`src/rtl/uart_fifo_ctrl.sv`:
```
// Pointer and occupancy controller for a DEPTH-entry UART FIFO register file. Accepts are
// combinational and state updates on the next edge; a write while full or a read while empty is refused and flagged.
module uart_fifo_ctrl #(
  parameter int ADDR_W   = 4,
  parameter int AF_LEVEL = (2**ADDR_W) - 2,
  parameter int AE_LEVEL = 2
) (
  input  logic              clk,
  input  logic              Reset_n,
  input  logic              wr,
  input  logic              rd,
  input  logic              flush,
  input  logic              err_clr,
  output logic              wr_en,
  output logic              rd_en,
  output logic [ADDR_W-1:0] w_addr,
  output logic [ADDR_W-1:0] r_addr,
  output logic [ADDR_W:0]   count,
  output logic              full,
  output logic              empty,
  output logic              almost_full,
  output logic              almost_empty,
  output logic              overflow,
  output logic              underflow
);

  localparam logic [ADDR_W:0] DEPTH_C = (ADDR_W+1)'(2**ADDR_W);
  localparam logic [ADDR_W:0] AF_C    = (ADDR_W+1)'(AF_LEVEL);
  localparam logic [ADDR_W:0] AE_C    = (ADDR_W+1)'(AE_LEVEL);

  logic [ADDR_W-1:0] w_addr_q, w_addr_d;
  logic [ADDR_W-1:0] r_addr_q, r_addr_d;
  logic [ADDR_W:0]   count_q, count_d;
  logic              ovf_q, ovf_d;
  logic              udf_q, udf_d;

  assign full         = (count_q == DEPTH_C);
  assign empty        = (count_q == '0);
  assign almost_full  = (count_q >= AF_C);
  assign almost_empty = (count_q <= AE_C);

  // Full/empty come from the registered count, so a full FIFO still accepts a same-cycle read.
  assign wr_en = wr & ~full  & ~flush;
  assign rd_en = rd & ~empty & ~flush;

  always_comb begin
    w_addr_d = w_addr_q;
    r_addr_d = r_addr_q;
    count_d  = count_q;
    ovf_d    = ovf_q;
    udf_d    = udf_q;
    if (flush) begin
      w_addr_d = '0;
      r_addr_d = '0;
      count_d  = '0;
      ovf_d    = 1'b0;
      udf_d    = 1'b0;
    end else begin
      if (wr_en) w_addr_d = w_addr_q + 1'b1;
      if (rd_en) r_addr_d = r_addr_q + 1'b1;
      case ({wr_en, rd_en})
        2'b10:   count_d = count_q + 1'b1;
        2'b01:   count_d = count_q - 1'b1;
        default: count_d = count_q;
      endcase
      // Setting outranks err_clr so an error in the clearing cycle is not lost.
      if (wr & full)    ovf_d = 1'b1;
      else if (err_clr) ovf_d = 1'b0;
      if (rd & empty)   udf_d = 1'b1;
      else if (err_clr) udf_d = 1'b0;
    end
  end

  always_ff @(posedge clk or negedge Reset_n) begin
    if (!Reset_n) begin
      w_addr_q <= '0;
      r_addr_q <= '0;
      count_q  <= '0;
      ovf_q    <= 1'b0;
      udf_q    <= 1'b0;
    end else begin
      w_addr_q <= w_addr_d;
      r_addr_q <= r_addr_d;
      count_q  <= count_d;
      ovf_q    <= ovf_d;
      udf_q    <= udf_d;
    end
  end

  assign w_addr    = w_addr_q;
  assign r_addr    = r_addr_q;
  assign count     = count_q;
  assign overflow  = ovf_q;
  assign underflow = udf_q;

endmodule
```
`config.mk`:
```
export PLATFORM = sky130hd
export DESIGN_NAME = uart_fifo_ctrl
export DESIGN_NICKNAME = d
export VERILOG_FILES = /design/src/rtl/uart_fifo_ctrl.sv
export SDC_FILE = /design/constraint.sdc
export NUM_CORES = 1
export LEC_CHECK = 0
export CORE_MARGIN = 5
export CORE_UTILIZATION = 53
export CTS_BUF_LIST = sky130_fd_sc_hd__clkbuf_2
export CTS_CLUSTER_DIAMETER = 40
export DETAILED_ROUTE_END_ITERATION = 10
export MAX_ROUTING_LAYER = met4
export PLACE_DENSITY = 0.87
export SLEW_MARGIN = 20
export SYNTH_ARGS = -nofsm -noshare
export SYNTH_HDL_FRONTEND = slang
export SYNTH_SLANG_ARGS = --single-unit
```
`constraint.sdc`:
```
create_clock -name clk -period 5.35 [get_ports clk]
set_input_delay 0.8025 -clock clk [delete_from_list [all_inputs] [get_ports clk]]
set_output_delay 0.8025 -clock clk [all_outputs]
set_load 0.05 [all_outputs]
```
==> metrics.md, run 1 <==
| Metric | Value |
|---|---|
| Via count | 878 |
| DR pass1 iterations | 4 |
| Main area contributors after synthesis | dfrtp_1, ha_1, nor2_1 |
| Placed Area | 1240 sq um |
| VDD IR max | 437 uV |
| CTS root buf | clkbuf_2 |
| PD cells | 489 nW/um^2 |
| Clk sinks | 15 |
| IO buf count | 26 |
| Final number of hold-violating endpoints | 0 |
| Async S/R FF share, synth | 100% |
| First-pass GRT wire length | 4.10 mm |
| Full die area | 2790 sq um |
| Worst Skew | 0.00333 ns |
| Routed WL per cell | 15.7 um |
| Synth Flop Type | dfrtp_1 |
| Final setup fails | 0 |
| Final min period | 3.51 ns |
| Core Util, Final | 73.0% |
| HP Class | reg2reg |
| Yosys warnings | 0 |
| Worst setup EP type | primary output |
| Longest Clk Path Bufs | 2 |
| Final instance area | 1260 sq um |
| Routed vias/inst | 5.63 |
| Std cell rows | 15 |
| Area Growth Syn to Fin | 29.7% |
| Total CTS buffers | 3 |
| Tot Pwr | 0.000617 W |
| CTS clk-pin slew, worst paths | 0.15 ns |
| Initial antenna violation count | 0 |
| Post-synth EDFFs | 0 |
| Antenna viol nets, final | 0 |
| Final Max Slew Viols | 0 |
| Crit Reg-Reg Endpoint | count[4] |
| Leak pwr | 0.549 nW |
| Starting density of the core | 56.3% |
| Avg Inst Size Synth | 9.09 sq um |
| R2R depth | 9 |
| Number of global-route vias before repair | 908 |
| Distinct cell type count after synthesis | 33 |
| WP data required | 4.55 ns |
| Area leader, netlist | dfrtp_1 |
| Die H | 52.8 um |
| Synthesized area | 972 sq um |
| R2r setup slk | 2.19 ns |
| Core ar. | 1730 sq um |
| Hold slack | 0.559 ns |
| Fin crit share | 65.6% |
| RD Place Congestion | 0.908 |
| Flops & latches, synth | 15 |
| Worst slew margin | 54.1% |
| Crit path kind | in2out |
| Slew @ Worst Pin | 0.686 ns |
| Hold Path Cell Cnt | 2 |
| Post-synth top area share | 38.6% |
| GR Util All Layers | 21.2% |
| Synthesized net count | 119 |
| Largest net degree at the start of global routing | 19 |
| Setup bufs post-CTS | 0 |
| Fmax | 285 MHz |
| # nets final | 144 |
| Hold endpoint | underflow |
| Clk_lat worst skew | 0.30 ns |
| TNS Setup | 0 ns |
| Layout cells sized above 1 | 7.63% |
| Chip width | 52.8 um |
| MaxCap Viol Count | 0 |
| RSZ-0062 raised after global routing | false |
| Critical Path Fanout Max | 18 |
| # DRC | 0 |
| Top Ports | 27 |
| CTS-repair resized insts | 0 |
| CTS tree | done |
| HPWL after detailed placement | 1.82 mm |
| Synth top cells by count | dfrtp_1, nor2_1, a21oi_1, inv_1 |
| H-Tree Level Count | 1 |
| Cell count after synthesis | 107 |
| Post-Route WL | 2.45 mm |
| Hold-fix buffers, CTS | 0 |
| Worst Hold Launch | underflow |
| Initial DRC Count | 19 |
| GR Overflow Total | 0 |
| CP startpoint kind | primary input |
| Fill count | 144 |
| Seq/Total Area, Yosys | 38.6% |
| CP Data Arrival Time | 2.71 ns |
| Status | completed |
| R2R Path Start | count[1] |
| N_diodes | 0 |
==> power breakdown <==
| part | internal (W) | leakage [nW] | total [W] | switching (W) |
|---|---|---|---|---|
| clock | 0.0000198 | 0.0166 | 0.0000599 | 0.0000401 |
| sequential | 0.000134 | 0.204 | 0.000170 | 0.0000363 |
| combinational | 0.000137 | 0.329 | 0.000387 | 0.000250 |
| total | 0.000290 | 0.549 | 0.000617 | 0.000326 |
==> worst max-delay path, cell delays in order <==
cell	delay, ns
clkdlybuf4s50_1	0.74
nor3_1	0.32
clkdlybuf4s50_1	0.84
==> metal layers <==
layer / vias up / wire (um) / global-route usage, %
li1: 428 / - / -
met1: 406 / 1090 / 24.8
met2: 35 / 1160 / 34.3
met3: 9 / 141 / 3.99
met4: 0 / 60 / 11.1
met5: - / 0 / -
==> kinds of logic (layout without fill, tap and decap cells) <==
kind of cell	after synthesis	count (layout)	share of synthesized area, %
compound gates	26	26	18.0
xor+xnor	7	7	6.31
fa+ha+maj	6	6	8.49
buf+inv	13	37	5.02
flops	15	15	38.6
mux	4	4	4.25
simple gates	36	36	19.3
==> per-stage QoR <==
step	setup WS (ns)	std cells
final	1.84	156
after detailed placement	1.83	152
after floorplan	1.34	107
after CTS	1.87	156
after global placement	1.84	152
after global routing	1.77	156
==> layout by cell type, fill, tap and decap left out <==
master | Yosys | routed
clkdlybuf4s50_1 | 0 | 26
nor2_1 | 15 | 15
dfrtp_1 | 15 | 15
a21oi_1 | 8 | 8
inv_1 | 7 | 7
nand3_1 | 6 | 6
ha_1 | 5 | 5
nand2_1 | 4 | 4
xnor2_1 | 4 | 4
clkbuf_2 | 0 | 4
nor3_1 | 3 | 3
xor2_1 | 3 | 3
mux2i_1 | 3 | 3
o21ai_0 | 3 | 3
o211ai_1 | 2 | 2
nand2b_1 | 2 | 2
or2_2 | 2 | 2
a211oi_1 | 2 | 2
a22oi_1 | 2 | 2
nor4_4 | 1 | 1
or4_1 | 1 | 1
o21ai_2 | 1 | 1
a2111oi_0 | 1 | 1
o22ai_1 | 1 | 1
a211o_1 | 1 | 1
or4b_1 | 1 | 1
a2bb2oi_1 | 1 | 1
mux2_2 | 1 | 1
a311oi_1 | 1 | 1
or3_2 | 1 | 1
a21boi_0 | 1 | 1
a41oi_1 | 1 | 1
o41ai_1 | 1 | 1
fa_1 | 1 | 1
==> flip-flops by register name, indices dropped and copies added, names as in the netlist <==
signal,count
r_addr,4
count,5
underflow,1
overflow,1
w_addr,4
==> worst max path at each step <==
stage / start / endpoint / slack (ns) / cells after the start
4_1_cts: flush / wr_en / 1.87 / 3
6_report: flush / wr_en / 1.84 / 3
3_5_place_dp: wr / count[4] / 1.83 / 10
2_1_floorplan: count[4] / almost_empty / 1.34 / 2
3_3_place_gp: flush / wr_en / 1.84 / 3
5_1_grt: flush / wr_en / 1.77 / 3
==> area by class of cell <==
| type | count | area (sq um) | area share (%) |
|---|---|---|---|
| clock buffers | 4 | 20.0 | 1.59 |
| well taps | 25 | 31.3 | 2.48 |
| inverters | 7 | 26.3 | 2.08 |
| repair buffers | 26 | 260 | 20.6 |
| flip-flops and latches | 15 | 375 | 29.8 |
| multi-input cells | 79 | 548 | 43.5 |
(Power assumes the default switching activity.)
==> inputs of run 2 (changes only) <==
--- a/config.mk
+++ b/config.mk
@@ -6,12 +6,12 @@
 export NUM_CORES = 1
 export LEC_CHECK = 0
 export CORE_MARGIN = 5
-export CORE_UTILIZATION = 53
+export CORE_UTILIZATION = 49
 export CTS_BUF_LIST = sky130_fd_sc_hd__clkbuf_2
 export CTS_CLUSTER_DIAMETER = 40
 export DETAILED_ROUTE_END_ITERATION = 10
 export MAX_ROUTING_LAYER = met4
-export PLACE_DENSITY = 0.87
+export PLACE_DENSITY = 0.81
 export SLEW_MARGIN = 20
 export SYNTH_ARGS = -nofsm -noshare
 export SYNTH_HDL_FRONTEND = slang
==> constraint.sdc (replaced) <==
create_clock -name clk -period 3.35 [get_ports clk]
set_input_delay 0.5025 -clock clk [delete_from_list [all_inputs] [get_ports clk]]
set_output_delay 0.5025 -clock clk [all_outputs]
set_load 0.05 [all_outputs]
==> metrics.md, run 2 (same netlist as run 1, synthesis figures left out) <==
| Metric | Value |
|---|---|
| First-pass GRT wire length | 4.15 mm (+1.2%) |
| Initial DRC Count | 26 (+7) |
| Chip width | 54.5 um (+3.2%) |
| # DRC | 0 (unchanged) |
| HPWL after detailed placement | 1.91 mm (+4.6%) |
| Worst Skew | 0.0126 ns (+0.00932 ns) |
| R2R depth | 8 (-1) |
| H-Tree Level Count | 1 (unchanged) |
| Layout Cells excl Fill | 164 (+5.1%) |
| Max reg flops | 5 (unchanged) |
| Worst slew margin | 52.6% (-1.5 points) |
| Routed WL per cell | 15.3 um (-2.6%) |
| WP data required | 2.85 ns (-1.70 ns) |
| Hold Path Cell Cnt | 2 (unchanged) |
| Critical Path Fanout Max | 8 (-10) |
| Placed cells | 160 (+5.3%) |
| HP Class | reg2reg |
| MaxCap Viol Count | 0 (unchanged) |
| DR pass1 iterations | 4 (unchanged) |
| Hold slack | 0.557 ns (-0.00258 ns) |
| VDD IR max | 578 uV (+32%) |
| Area Growth Syn to Fin | 34.7% |
| Post-Route WL | 2.51 mm (+2.4%) |
| Most common cell after layout, fill and taps aside | clkdlybuf4s50_1 |
| Longest Clk Path Bufs | 2 (unchanged) |
| Setup bufs post-CTS | 0 (unchanged) |
| Leak pwr | 0.578 nW (+5.3%) |
| Layout cells sized above 1 | 11.7% (+4.0 points) |
| Final setup fails | 0 (unchanged) |
| Fin crit share | 91.9% |
| Core ar. | 1920 sq um (+11%) |
| GR Overflow Total | 0 (unchanged) |
| Most frequent cells in the layout | clkdlybuf4s50_1, nor2_1, dfrtp_1 |
| Initial antenna violation count | 0 (unchanged) |
| Final Max Slew Viols | 0 (unchanged) |
| # nets final | 150 (+4.2%) |
| Largest net degree at the start of global routing | 16 (-3) |
| Number of global-route vias before repair | 903 (-0.55%) |
| Routed vias/inst | 5.62 (-0.11%) |
| TNS Setup | 0 ns (unchanged) |
| PD cells | 774 nW/um^2 (+58%) |
| CTS root buf | clkbuf_2 |
| Clk_lat worst skew | 0.30 ns (about the same) |
| CP startpoint kind | flop |
| Std cell rows | 16 (+1) |
| Die H | 54.5 um (+3.2%) |
| RD Place Congestion | 0.852 (-6.2%) |
| N_diodes | 0 (unchanged) |
| CTS tree | done |
| Slew @ Worst Pin | 0.709 ns (+0.0228 ns) |
| CTS-repair resized insts | 0 (unchanged) |
| Worst setup EP type | primary output |
| CTS clk-pin slew, worst paths | 0.16 ns (about the same) |
| IO buf count | 26 (unchanged) |
| Full die area | 2970 sq um (+6.6%) |
| GR Util All Layers | 20.4% (-0.79 points) |
| Final min period | 3.08 ns |
| Hold-fix buffers, CTS | 0 (unchanged) |
| Top Ports | 27 (unchanged) |
| Antenna viol nets, final | 0 (unchanged) |
| RSZ-0062 raised after global routing | false |
| Via count | 922 (+5.0%) |
| Final number of hold-violating endpoints | 0 (unchanged) |
| Starting density of the core | 50.6% (-5.7 points) |
| Fmax | 325 MHz |
| Status | completed |
| Clk sinks | 15 (unchanged) |
| Total CTS buffers | 3 (unchanged) |
| Crit path kind | reg2out |
| CP Data Arrival Time | 2.58 ns (-0.13 ns) |
==> run 2: cell count changes in the layout (fill, tap and decap cells not counted) <==
cell       previous run  this run
buf_4                 0         6
a2111oi_0             1         0
a2111oi_1             0         1
==> run 2: final cells by class <==
class	instances	area, sq um
sequential	15	375
clock buffer	4	20.0
fill	174	612
timing repair buffer	32	305
inverter	7	26.3
tap	27	33.8
multi-input combinational	79	549
==> run 2: final timing paths <==
check / slack [ns] / end / start
max: 0.27 / rd_en / count[3]
min in group asynchronous: 0.60 / count[4] / Reset_n
min: 0.56 / w_addr[3] / w_addr[3]
max reg2reg: 0.30 / count[3] / count[3]
min reg2reg: 0.56 / w_addr[3] / w_addr[3]
max in group asynchronous: 2.30 / w_addr[0] / Reset_n
==> run 2: per-layer routing <==
metal  GRT usage [%]  share of wire, %  up-vias  routed length, um
met5               -                 0        -                  0
met4            7.88               1.1        0                 27
met3            3.27               6.5        3                162
met2            31.9                49       39               1220
met1            26.4                44      438               1090
li1                -                 -      442                  -
==> run 2: stage by stage <==
step / power (W) / setup WS (ns) / utilization, % / area (sq um)
after floorplan: 0.000711 / 0.260 / - / 973
after global placement: 0.000902 / 0.458 / 67.1 / 1290
after detailed placement: 0.000916 / 0.284 / 67.1 / 1290
after CTS: 0.00101 / 0.295 / 68.2 / 1310
after global routing: 0.00107 / 0.167 / 68.2 / 1310
final: 0.00101 / 0.270 / 68.2 / 1310
==> run 2: worst max-delay path, cell delays in order, from the launching register on <==
cell	delay (ns)
dfrtp_1	0.52
or4_1	0.67
o21ai_2	0.30
nor2_1	0.07
clkdlybuf4s50_1	0.70
==> run 2: where the power goes <==
part           switching (W)  total [W]  leakage, nW  internal (W)
sequential         0.0000495   0.000263        0.204      0.000213
combinational       0.000418   0.000656        0.358      0.000239
clock              0.0000639  0.0000956       0.0166     0.0000316
==> inputs of run 3 (changes only) <==
--- a/config.mk
+++ b/config.mk
@@ -5,8 +5,9 @@
 export SDC_FILE = /design/constraint.sdc
 export NUM_CORES = 1
 export LEC_CHECK = 0
+export ABC_AREA = 1
 export CORE_MARGIN = 5
-export CORE_UTILIZATION = 49
+export CORE_UTILIZATION = 48
 export CTS_BUF_LIST = sky130_fd_sc_hd__clkbuf_2
 export CTS_CLUSTER_DIAMETER = 40
 export DETAILED_ROUTE_END_ITERATION = 10
==> metrics.md, run 3 <==
| Metric | Value |
|---|---|
| CTS tree | done |
| Most frequent cells in the layout | nand2_1, clkdlybuf4s50_1, dfrtp_1 |
| Place WS | 0.559 ns (+0.275 ns) |
| Largest net degree at the start of global routing | 16 (unchanged) |
| CP Data Arrival Time | 2.21 ns (-0.37 ns) |
| Fill count | 161 (-7.5%) |
| WP data required | 2.85 ns (about the same) |
| Initial DRC Count | 19 (-27%) |
| Clk sinks | 15 (unchanged) |
| Synth top cells by count | nand2_1, dfrtp_1, inv_1, a21oi_1, nand3_1 |
| HPWL after detailed placement | 1.75 mm (-8.4%) |
| Final Max Slew Viols | 0 (unchanged) |
| Crit path kind | in2out |
| HP Class | reg2reg |
| CTS clk-pin slew, worst paths | 0.15 ns (about the same) |
| Worst setup EP type | primary output |
| Status | completed |
| Clk_lat worst skew | 0.29 ns (about the same) |
| Placed cells | 166 (+3.8%) |
| Die H | 54.2 um (-0.65%) |
| Distinct cell type count after synthesis | 22 (-33%) |
| Worst Skew | 0.00433 ns (-0.00832 ns) |
| Starting density of the core | 49.3% (-1.3 points) |
| Cell count after synthesis | 113 (+5.6%) |
| Final worst setup slack | 0.633 ns (+0.363 ns) |
| Most frequent CP cell | clkdlybuf4s50_1 |
| N_diodes | 0 (unchanged) |
| TNS Setup | 0 ns (unchanged) |
| Layout cells sized above 1 | 16.8% (+5.1 points) |
| H-Tree Level Count | 1 (unchanged) |
| Synthesized area | 937 sq um (-3.6%) |
| GR Overflow Total | 0 (unchanged) |
| Synthesized net count | 125 (+5.0%) |
| Core Util, Final | 65.8% (-2.4 points) |
| Total CTS buffers | 3 (unchanged) |
| Routed vias/inst | 5.06 (-10%) |
| Worst slew margin | 55.3% (+2.8 points) |
| Crit path max-delay cell type | clkdlybuf4s50_1 |
| Chip width | 54.2 um (-0.65%) |
| Slowest stage delay, CP | 0.87 ns (+0.17 ns) |
| Slew @ Worst Pin | 0.668 ns (-0.0413 ns) |
| Final number of hold-violating endpoints | 0 (unchanged) |
| DR pass1 iterations | 4 (unchanged) |
| Via count | 860 (-6.7%) |
| Routed WL per cell | 12.5 um (-18%) |
| Avg Inst Size Synth | 8.29 sq um (-8.7%) |
| Top delay family on crit path | buffers and inverters |
| Full die area | 2940 sq um (-1.3%) |
| Number of global-route vias before repair | 797 (-12%) |
| Final min period | 2.72 ns (-0.363 ns) |
| Area leader, netlist | dfrtp_1 |
| CP bufs+invs | 2 (+1) |
| IO buf count | 26 (unchanged) |
| First-pass GRT wire length | 3.55 mm (-14%) |
| Setup bufs post-CTS | 0 (unchanged) |
| Final setup fails | 0 (unchanged) |
| # nets final | 156 (+4.0%) |
| MaxCap Viol Count | 0 (unchanged) |
| Area Growth Syn to Fin | 33.5% |
| GR Util All Layers | 17.4% (-3.0 points) |
| RSZ-0062 raised after global routing | false |
| Flops & latches, synth | 15 (unchanged) |
| Longest Clk Path Bufs | 2 (unchanged) |
| Initial antenna violation count | 0 (unchanged) |
| Hold-fix buffers, CTS | 0 (unchanged) |
| Post-synth EDFFs | 0 (unchanged) |
| PD cells | 943 nW/um^2 (+22%) |
| CP startpoint kind | primary input |
| Fin crit share | 81.1% (-11 points) |
| Post-synth top area share | 40.1% (+1.4 points) |
| RD Place Congestion | 0.848 (-0.39%) |
| VDD IR max | 665 uV (+15%) |
| CTS root buf | clkbuf_2 |
| Leak pwr | 0.602 nW (+4.1%) |
| # DRC | 0 (unchanged) |
| Fmax | 368 MHz (+13%) |
| Seq/Total Area, Yosys | 40.1% (+1.4 points) |
| Top-count cell post-synth | nand2_1 |
| Max reg flops | 5 (unchanged) |
| Yosys warnings | 0 (unchanged) |
| Post-Route WL | 2.13 mm (-15%) |
| Critical Path Fanout Max | 6 (-2) |
| Most common cell after layout, fill and taps aside | nand2_1 |
| Top Ports | 27 (unchanged) |
| CTS-repair resized insts | 0 (unchanged) |
| Main area contributors after synthesis | dfrtp_1, nand2_1, ha_1 |
| Layout Cells excl Fill | 170 (+3.7%) |
| Worst-path cell chain | clkdlybuf4s50_1 > nor2_1 > clkdlybuf4s50_1 |
| Antenna viol nets, final | 0 (unchanged) |
| Core ar. | 1900 sq um (-1.0%) |
| Synth Flop Type | dfrtp_1 |
| Async S/R FF share, synth | 100% (unchanged) |
| Tot Pwr | 0.00118 W (+16%) |
| Std cell rows | 16 (unchanged) |
[run 3: final cells by class]
class,count,area [sq um],share of cell area (%)
clock buffer,3,15.0,1.20
clock inverter,1,5.00,0.400
inverter,15,56.3,4.50
multi-input combinational,83,505,40.4
sequential,15,375,30.0
tap,27,33.8,2.70
timing repair buffer,26,260,20.8
[run 3: where the power goes]
part	switching (W)	leakage, nW	internal (W)
clock network	0.0000611	0.0164	0.0000270
logic	0.000539	0.383	0.000257
registers	0.0000680	0.202	0.000228
total	0.000668	0.602	0.000512
[run 3: path summary, 6_finish.rpt]
kind	start	endpoint	slack [ns]	cells after the start
worst max-delay path	flush	wr_en	0.63	3
worst min-delay path	w_addr[2]	w_addr[2]	0.50	1
worst max register to register	count[1]	count[4]	1.10	15
worst min register to register	w_addr[2]	w_addr[2]	0.50	1
max in group asynchronous	Reset_n	count[4]	2.33	1
min in group asynchronous	Reset_n	r_addr[3]	0.60	1
[run 3: worst reg2reg max path, stage by stage, from the launching register on]
cell	delay (ns)
dfrtp_1	0.50
nor2_2	0.19
nand3_2	0.12
nand2_4	0.14
inv_2	0.05
nor2_2	0.21
ha_1	0.32
a21oi_1	0.21
nand2_1	0.08
nand2_1	0.06
nand2_1	0.06
inv_1	0.05
nand2_1	0.04
nand2_1	0.07
nand2_1	0.05
nand2_1	0.06
[run 3: logic make-up after synthesis]
family / Yosys count / synth area share [%]
AOI/OAI and AO/OA: 19 / 11.6
xor gates and xnor gates: 2 / 1.87
adders and majority gates: 6 / 8.81
buffers and inverters: 15 / 6.01
DFF: 15 / 40.1
and+or+nand+nor: 56 / 31.6
[run 3: layer usage]
layer	vias to the layer above	track usage, %	share of wire (%)
li1	425	-	-
met1	404	19.7	40
met2	27	28.5	51
met3	4	4.16	6.9
met4	0	8.30	1.3
met5	-	-	0
[run 3: metrics by stage]
| stage | instance area (sq um) | hold slack [ns] |
|---|---|---|
| final | 1250 | 0.504 |
| after global placement | 1230 | 0.482 |
| after global routing | 1250 | 0.562 |
| after CTS | 1250 | 0.508 |
| after detailed placement | 1230 | 0.488 |
| after floorplan | 937 | 0.207 |
